===== src/rtl/mem_access_unit_pkg.sv =====
// Shared types for the data-memory access unit: memory port bundles,
// access sizes, controller states and alignment helpers.
package mem_access_unit_pkg;

  localparam int unsigned MemAddrWidth = 32;
  localparam int unsigned DataWidth    = 32;

  typedef logic [DataWidth-1:0] Register;

  typedef enum logic {
    DISABLE = 1'b0,
    ENABLE  = 1'b1
  } mem_en_e;

  typedef struct packed {
    logic [MemAddrWidth-1:0] addr;
    Register                 val;
  } M_data;

  typedef struct packed {
    mem_en_e read;
    mem_en_e write;
    M_data   data;
  } M_input;

  typedef struct packed {
    Register val;
  } M_output;

  typedef enum logic [1:0] {
    SZ_BYTE = 2'd0,
    SZ_HALF = 2'd1,
    SZ_WORD = 2'd2
  } mem_size_e;

  typedef enum logic [2:0] {
    IDLE   = 3'd0,
    LOAD   = 3'd1,
    RMW_RD = 3'd2,
    RMW_WR = 3'd3,
    STORE  = 3'd4,
    RESP   = 3'd5
  } mau_state_e;

  function automatic logic is_misaligned(input mem_size_e sz, input logic [1:0] addr_lo);
    return ((sz == SZ_HALF) && addr_lo[0]) || ((sz == SZ_WORD) && (addr_lo != 2'b00));
  endfunction

  // Clear the low address bits a half/word access cannot legally use.
  function automatic logic [MemAddrWidth-1:0] force_align(input mem_size_e sz,
                                                          input logic [MemAddrWidth-1:0] addr);
    logic [MemAddrWidth-1:0] a;
    a = addr;
    case (sz)
      SZ_HALF: a[0]   = 1'b0;
      SZ_WORD: a[1:0] = 2'b00;
      default: ;
    endcase
    return a;
  endfunction

  function automatic logic [MemAddrWidth-1:0] word_addr(input logic [MemAddrWidth-1:0] addr);
    return {addr[MemAddrWidth-1:2], 2'b00};
  endfunction

endpackage


===== src/rtl/mem_access_unit_lane_align.sv =====
// Little-endian lane logic: extracts/extends a load lane from a memory word
// and merges store data into the addressed lane of an old word.
module mem_access_unit_lane_align
  import mem_access_unit_pkg::*;
(
  input  Register    word_i,
  input  logic [1:0] addr_lo_i,
  input  mem_size_e  size_i,
  input  logic       signed_i,
  input  Register    wdata_i,
  output Register    ld_val_c_o,
  output Register    st_word_c_o
);

  logic [7:0]  byte_v;
  logic [15:0] half_v;

  // Load path: select lane, then sign- or zero-extend.
  always_comb begin
    byte_v = word_i[7:0];
    case (addr_lo_i)
      2'd1:    byte_v = word_i[15:8];
      2'd2:    byte_v = word_i[23:16];
      2'd3:    byte_v = word_i[31:24];
      default: ;
    endcase
    half_v = addr_lo_i[1] ? word_i[31:16] : word_i[15:0];

    ld_val_c_o = word_i;
    case (size_i)
      SZ_BYTE: ld_val_c_o = {{24{signed_i & byte_v[7]}}, byte_v};
      SZ_HALF: ld_val_c_o = {{16{signed_i & half_v[15]}}, half_v};
      default: ;
    endcase
  end

  // Store path: replace only the addressed lane of the old word.
  always_comb begin
    st_word_c_o = word_i;
    case (size_i)
      SZ_BYTE: begin
        case (addr_lo_i)
          2'd0:    st_word_c_o[7:0]   = wdata_i[7:0];
          2'd1:    st_word_c_o[15:8]  = wdata_i[7:0];
          2'd2:    st_word_c_o[23:16] = wdata_i[7:0];
          default: st_word_c_o[31:24] = wdata_i[7:0];
        endcase
      end
      SZ_HALF: begin
        if (addr_lo_i[1]) st_word_c_o[31:16] = wdata_i[15:0];
        else              st_word_c_o[15:0]  = wdata_i[15:0];
      end
      default: st_word_c_o = wdata_i;
    endcase
  end

endmodule


===== src/rtl/mem_access_unit.sv =====
// Load/store initiator for the word-addressed data memory: one request at a
// time, sub-word stores via read-modify-write, one response pulse per request.
module mem_access_unit
  import mem_access_unit_pkg::*;
#(
  parameter bit CHECK_ALIGN = 1'b1
) (
  input  logic                    clk,
  input  logic                    rst,
  input  logic                    req_valid,
  output logic                    req_ready,
  input  logic                    req_we,
  input  mem_size_e               req_size,
  input  logic                    req_signed,
  input  logic [MemAddrWidth-1:0] req_addr,
  input  Register                 req_wdata,
  output logic                    resp_valid,
  output Register                 resp_rdata,
  output logic                    resp_err,
  output M_input                  mem_in,
  input  M_output                 mem_out
);

  mau_state_e              state_q, state_d;
  logic [MemAddrWidth-1:0] addr_q, addr_d;
  mem_size_e               size_q, size_d;
  logic                    signed_q, signed_d;
  Register                 wdata_q, wdata_d;
  logic                    ready_q, ready_d;
  logic                    resp_valid_q, resp_valid_d;
  logic                    resp_err_q, resp_err_d;
  Register                 resp_rdata_q, resp_rdata_d;
  logic                    rd_en_q, rd_en_d;
  logic                    wr_en_q, wr_en_d;
  logic [MemAddrWidth-1:0] maddr_q, maddr_d;
  Register                 mval_q, mval_d;

  logic [MemAddrWidth-1:0] acc_addr;
  Register                 ld_val;
  Register                 st_word;

  assign acc_addr = CHECK_ALIGN ? req_addr : force_align(req_size, req_addr);

  mem_access_unit_lane_align u_lane_align (
    .word_i      (mem_out.val),
    .addr_lo_i   (addr_q[1:0]),
    .size_i      (size_q),
    .signed_i    (signed_q),
    .wdata_i     (wdata_q),
    .ld_val_c_o  (ld_val),
    .st_word_c_o (st_word)
  );

  // Memory strobes are set one state ahead so they are registered in the access state.
  always_comb begin
    state_d      = state_q;
    addr_d       = addr_q;
    size_d       = size_q;
    signed_d     = signed_q;
    wdata_d      = wdata_q;
    resp_valid_d = 1'b0;
    resp_err_d   = 1'b0;
    resp_rdata_d = '0;
    rd_en_d      = 1'b0;
    wr_en_d      = 1'b0;
    maddr_d      = '0;
    mval_d       = '0;

    case (state_q)
      IDLE: begin
        if (req_valid) begin
          addr_d   = acc_addr;
          size_d   = req_size;
          signed_d = req_signed;
          wdata_d  = req_wdata;
          if (CHECK_ALIGN && is_misaligned(req_size, req_addr[1:0])) begin
            state_d      = RESP;
            resp_valid_d = 1'b1;
            resp_err_d   = 1'b1;
          end else if (!req_we) begin
            state_d = LOAD;
            rd_en_d = 1'b1;
            maddr_d = word_addr(acc_addr);
          end else if ((req_size == SZ_BYTE) || (req_size == SZ_HALF)) begin
            state_d = RMW_RD;
            rd_en_d = 1'b1;
            maddr_d = word_addr(acc_addr);
          end else begin
            state_d = STORE;
            wr_en_d = 1'b1;
            maddr_d = word_addr(acc_addr);
            mval_d  = req_wdata;
          end
        end
      end
      LOAD: begin
        state_d      = RESP;
        resp_valid_d = 1'b1;
        resp_rdata_d = ld_val;
      end
      RMW_RD: begin
        state_d = RMW_WR;
        wr_en_d = 1'b1;
        maddr_d = word_addr(addr_q);
        mval_d  = st_word;
      end
      RMW_WR, STORE: begin
        state_d      = RESP;
        resp_valid_d = 1'b1;
      end
      RESP:    state_d = IDLE;
      default: state_d = IDLE;
    endcase

    ready_d = (state_d == IDLE);
  end

  always_ff @(posedge clk) begin
    if (rst) begin
      state_q      <= IDLE;
      addr_q       <= '0;
      size_q       <= SZ_BYTE;
      signed_q     <= 1'b0;
      wdata_q      <= '0;
      ready_q      <= 1'b1;
      resp_valid_q <= 1'b0;
      resp_err_q   <= 1'b0;
      resp_rdata_q <= '0;
      rd_en_q      <= 1'b0;
      wr_en_q      <= 1'b0;
      maddr_q      <= '0;
      mval_q       <= '0;
    end else begin
      state_q      <= state_d;
      addr_q       <= addr_d;
      size_q       <= size_d;
      signed_q     <= signed_d;
      wdata_q      <= wdata_d;
      ready_q      <= ready_d;
      resp_valid_q <= resp_valid_d;
      resp_err_q   <= resp_err_d;
      resp_rdata_q <= resp_rdata_d;
      rd_en_q      <= rd_en_d;
      wr_en_q      <= wr_en_d;
      maddr_q      <= maddr_d;
      mval_q       <= mval_d;
    end
  end

  assign req_ready  = ready_q;
  assign resp_valid = resp_valid_q;
  assign resp_err   = resp_err_q;
  assign resp_rdata = resp_rdata_q;

  // Write strobe is masked by reset so an interrupted RMW never lands in memory.
  always_comb begin
    mem_in.read      = rd_en_q ? ENABLE : DISABLE;
    mem_in.write     = (wr_en_q && !rst) ? ENABLE : DISABLE;
    mem_in.data.addr = maddr_q;
    mem_in.data.val  = mval_q;
  end

endmodule


===== config.mk =====
export PLATFORM = sky130hd
export DESIGN_NAME = mem_access_unit
export DESIGN_NICKNAME = d
export VERILOG_FILES = /design/src/rtl/mem_access_unit_pkg.sv /design/src/rtl/mem_access_unit_lane_align.sv /design/src/rtl/mem_access_unit.sv
export SDC_FILE = /design/constraint.sdc
export NUM_CORES = 1
export LEC_CHECK = 0
export ABC_AREA = 1
export BUFFER_PORTS_ARGS = -buffer_cell sky130_fd_sc_hd__buf_4
export CAP_MARGIN = 30
export CORE_ASPECT_RATIO = 0.6
export CORE_UTILIZATION = 47
export DETAILED_ROUTE_END_ITERATION = 8
export PLACE_DENSITY_LB_ADDON = 0.3
export SLEW_MARGIN = 20
export SYNTH_ARGS = -nofsm -noshare
export SYNTH_HDL_FRONTEND = slang
export SYNTH_SLANG_ARGS = --single-unit
export TNS_END_PERCENT = 50

===== constraint.sdc =====
create_clock -name clk -period 1.2 [get_ports clk]
set_input_delay 0.36 -clock clk [delete_from_list [all_inputs] [get_ports clk]]
set_output_delay 0.36 -clock clk [all_outputs]
set_load 0.01 [all_outputs]

==> impl_metrics.csv <==
group,metric,value,unit
outcome,status,"complete, but fails checks",
outcome,failed_checks,"setup timing",
placement,place_congestion,0.973,
route,wl_per_cell,23.2,um
logic_synthesis,synthesis.area,7480,sq um
cts,tritoncts,"done",
placement,place_ws,-271,ps
cts,clk_latency,440,ps
sta,setup_ws,-339,ps
cts,ctsHoldBuffers,0,
global_routing,grt-ovfl-total,0,
cts,cts_inserted_buffers,17,
job,cap_viol_max_count,0,
worst_setup_path,cp_data_required_time,1530,ps
sta,period_needed,1540,ps
logic_synthesis,async_flop_share,0,
logic_synthesis,synth_cell_types,28,
logic_synthesis,synth-main-ff-cell,"dfxtp_1",
route,top_layer,"met4",
worst_setup_path,critical-path-slowest-cell,"dfxtp_2",
global_routing,grt_use_total,0.381,
placement,hpwl,17.5,mm
sta,max_freq,650,MHz
route,vias,9714,
placement,portBuffers,201,
cts,cts_buffer_depth,2,
logic_synthesis,synth_top_cell_by_area,"dfxtp_1",
cts,cts-root-buf,"clkbuf_16",
placement,dp_cells,1463,
route,routed_wl,36.3,mm
worst_setup_path,end_kind,"flip-flop",
route,wl_met2,15.7,mm
sta,worst_pin_slew,568,ps
global_routing,grt_pass1_vias,8574,
logic_synthesis,synth_cells,1053,
power,leakage,5.77,nW
sta,fin_crit_sh,1.28,
worst_setup_path,worst_ep_arrival_time,1870,ps
power,power_density,1460,nW/um^2
logic_synthesis,seq_area_frac_synth,0.453,
floorplan,die_h,99.7,um
cells_and_area,n_antenna_cell,0,
route,drc,0,
route,avgViaCountPerCell,6.20,
cells_and_area,fin_cells,1566,
route,wl_met1,13.8,mm
worst_setup_path,slowest_delay,370,ps
floorplan,core_area,15500,sq um
hold_path,hold_path_class,"primary input to flip-flop",
cts,clock-sinks,169,
worst_setup_path,critPathMaxFanout,8,
cts,clkSlewWorstSetupHoldPaths,80,ps
global_routing,grt_max_degree,72,
floorplan,placementRows,35,
floorplan,initial_core_util,0.484,
logic_synthesis,ys_warn_count,0,
worst_setup_path,path_cells,"inv_2, nand3_4, buf_6, buf_12, buf_16, nand2_2, a21oi_1",
sta,finalSetupViolations,260,
worst_setup_path,path_buf_inv,4,
logic_synthesis,synth_edf_count,0,
global_routing,grt_pass1_wl,47.3,mm
logic_synthesis,netlist.area_leader.share,0.453,
logic_synthesis,yosys_register_bits,169,
route,antenna_left,0,
cts,htreeDepth,4,
cells_and_area,final_net_count,1453,
logic_synthesis,postSynthAreaPerCell,7.10,sq um
logic_synthesis,synth_common_cells,"nand2_1, dfxtp_1, a21oi_1",
power,vdd_ir_drop_max,0.864,mV
route,dr_wl_met3,4.92,mm
route,dr.pass1.iters,9,
sta,hold_violations,0,
cells_and_area,areaGrowthSynthToFinish,75.3,%
global_routing,grt_antenna_before_repair,0,
route,drt-initial-drc-count,1451,
sta,slew_violations,0,
floorplan,die_x,165,um
floorplan,ios,204,
sta,relSlewSlack,0.621,
worst_setup_path,worstSetupPathType,"flip-flop to flip-flop",
sta,skew,12.1,ps
logic_synthesis,ys_top_cells_by_area,"dfxtp_1, nand2_1, a21oi_1",
worst_setup_path,critPathLaunchType,"flip-flop",
floorplan,die_area,16400,sq um
logic_synthesis,yosysMostFrequentCell,"nand2_1",
worst_setup_path,path_delay_family,"buffers and inverters",
sta,rsz0062_at_grt,"true",
cells_and_area,drive_above_1_share,0.486,
[area by class of cell]
type / instances / area (sq um)
multi-input cells: 725 / 4580
repair buffers: 349 / 3840
flip-flops and latches: 169 / 3430
fillers: 786 / 2350
clock buffers: 18 / 439
inverters: 86 / 370
well taps: 203 / 254
clock inverters: 14 / 161
repair inverters: 2 / 27.5
[worst reg2reg max path: stages (launching register included)]
cell     delay (ps)
dfxtp_2         370
inv_2            60
nand3_4         150
buf_6           150
buf_12          170
buf_16          180
nand2_2          60
a21oi_1         280
[state kept, by name, summed over array words and instances, names as in the netlist, 2 cells and up]
register,count
resp_rdata,32
addr_q,32
state_q,3
size_q,2
wdata_q,32
maddr_q,30
mval_q,32
[layout by cell type, fill, tap and decap left out, drive strengths merged, types with 2 or more instances in the layout]
| cell | count |
|---|---|
| a22oi | 8 |
| nand2 | 345 |
| inv | 90 |
| clkbuf | 29 |
| a21boi | 4 |
| o211ai | 33 |
| o22ai | 14 |
| conb | 2 |
| buf | 337 |
| clkinv | 11 |
| nand3 | 124 |
| o21ai | 10 |
| a21oi | 155 |
| nor2 | 28 |
| dfxtp | 169 |
[routing by layer]
layer	vias to the layer above	track usage
met3	216	0.0967
met5	-	0
met4	0	0.139
met1	4616	0.523
li1	4063	-
met2	819	0.576
[through the flow]
stage	hold WS, ps	area (sq um)	util	total power [W]	setup TNS, ps
detailed placement	455	9710	0.628	0.0103	-22940
finish	182	13100	0.848	0.0191	-33710
floorplan	445	7580	-	0.00865	-2800
CTS	181	11900	0.772	0.0175	-21710
global placement	452	9710	0.628	0.0102	-17700
global route	184	13100	0.848	0.0195	-43080
[cells by family after synthesis]
family / count (synthesis) / synth area share
simple gates: 497 / 0.280
buf+inv: 161 / 0.0972
other cells: 1 / 0.000502
compound gates: 225 / 0.170
flops: 169 / 0.453
[report_power, final]
group | leakage (nW) | internal [W] | switching, W
Clock | 0.289 | 0.00285 | 0.00286
Combinational | 4.09 | 0.00324 | 0.00375
Sequential | 1.39 | 0.00602 | 0.000378
Total | 5.77 | 0.0121 | 0.00698
[worst paths after layout]
| path | slack, ps | cells after the start | start | to |
|---|---|---|---|---|
| setup / recovery | -340 | 7 | state_q[2] | wdata_q[27] |
| hold / removal | 180 | 3 | req_addr[30] | addr_q[30] |
| setup reg to reg | -340 | 7 | state_q[2] | wdata_q[27] |
| hold reg to reg | 470 | 2 | addr_q[19] | maddr_q[19] |
[timing repair]
item                       in CTS  in global routing
setup buffers                  36                  7
gates cloned                   26                 11
setup endpoints to repair     267                268
resized for setup             179                269
pin swaps                      81                111
Note: power is estimated with default switching activity, not from simulation.
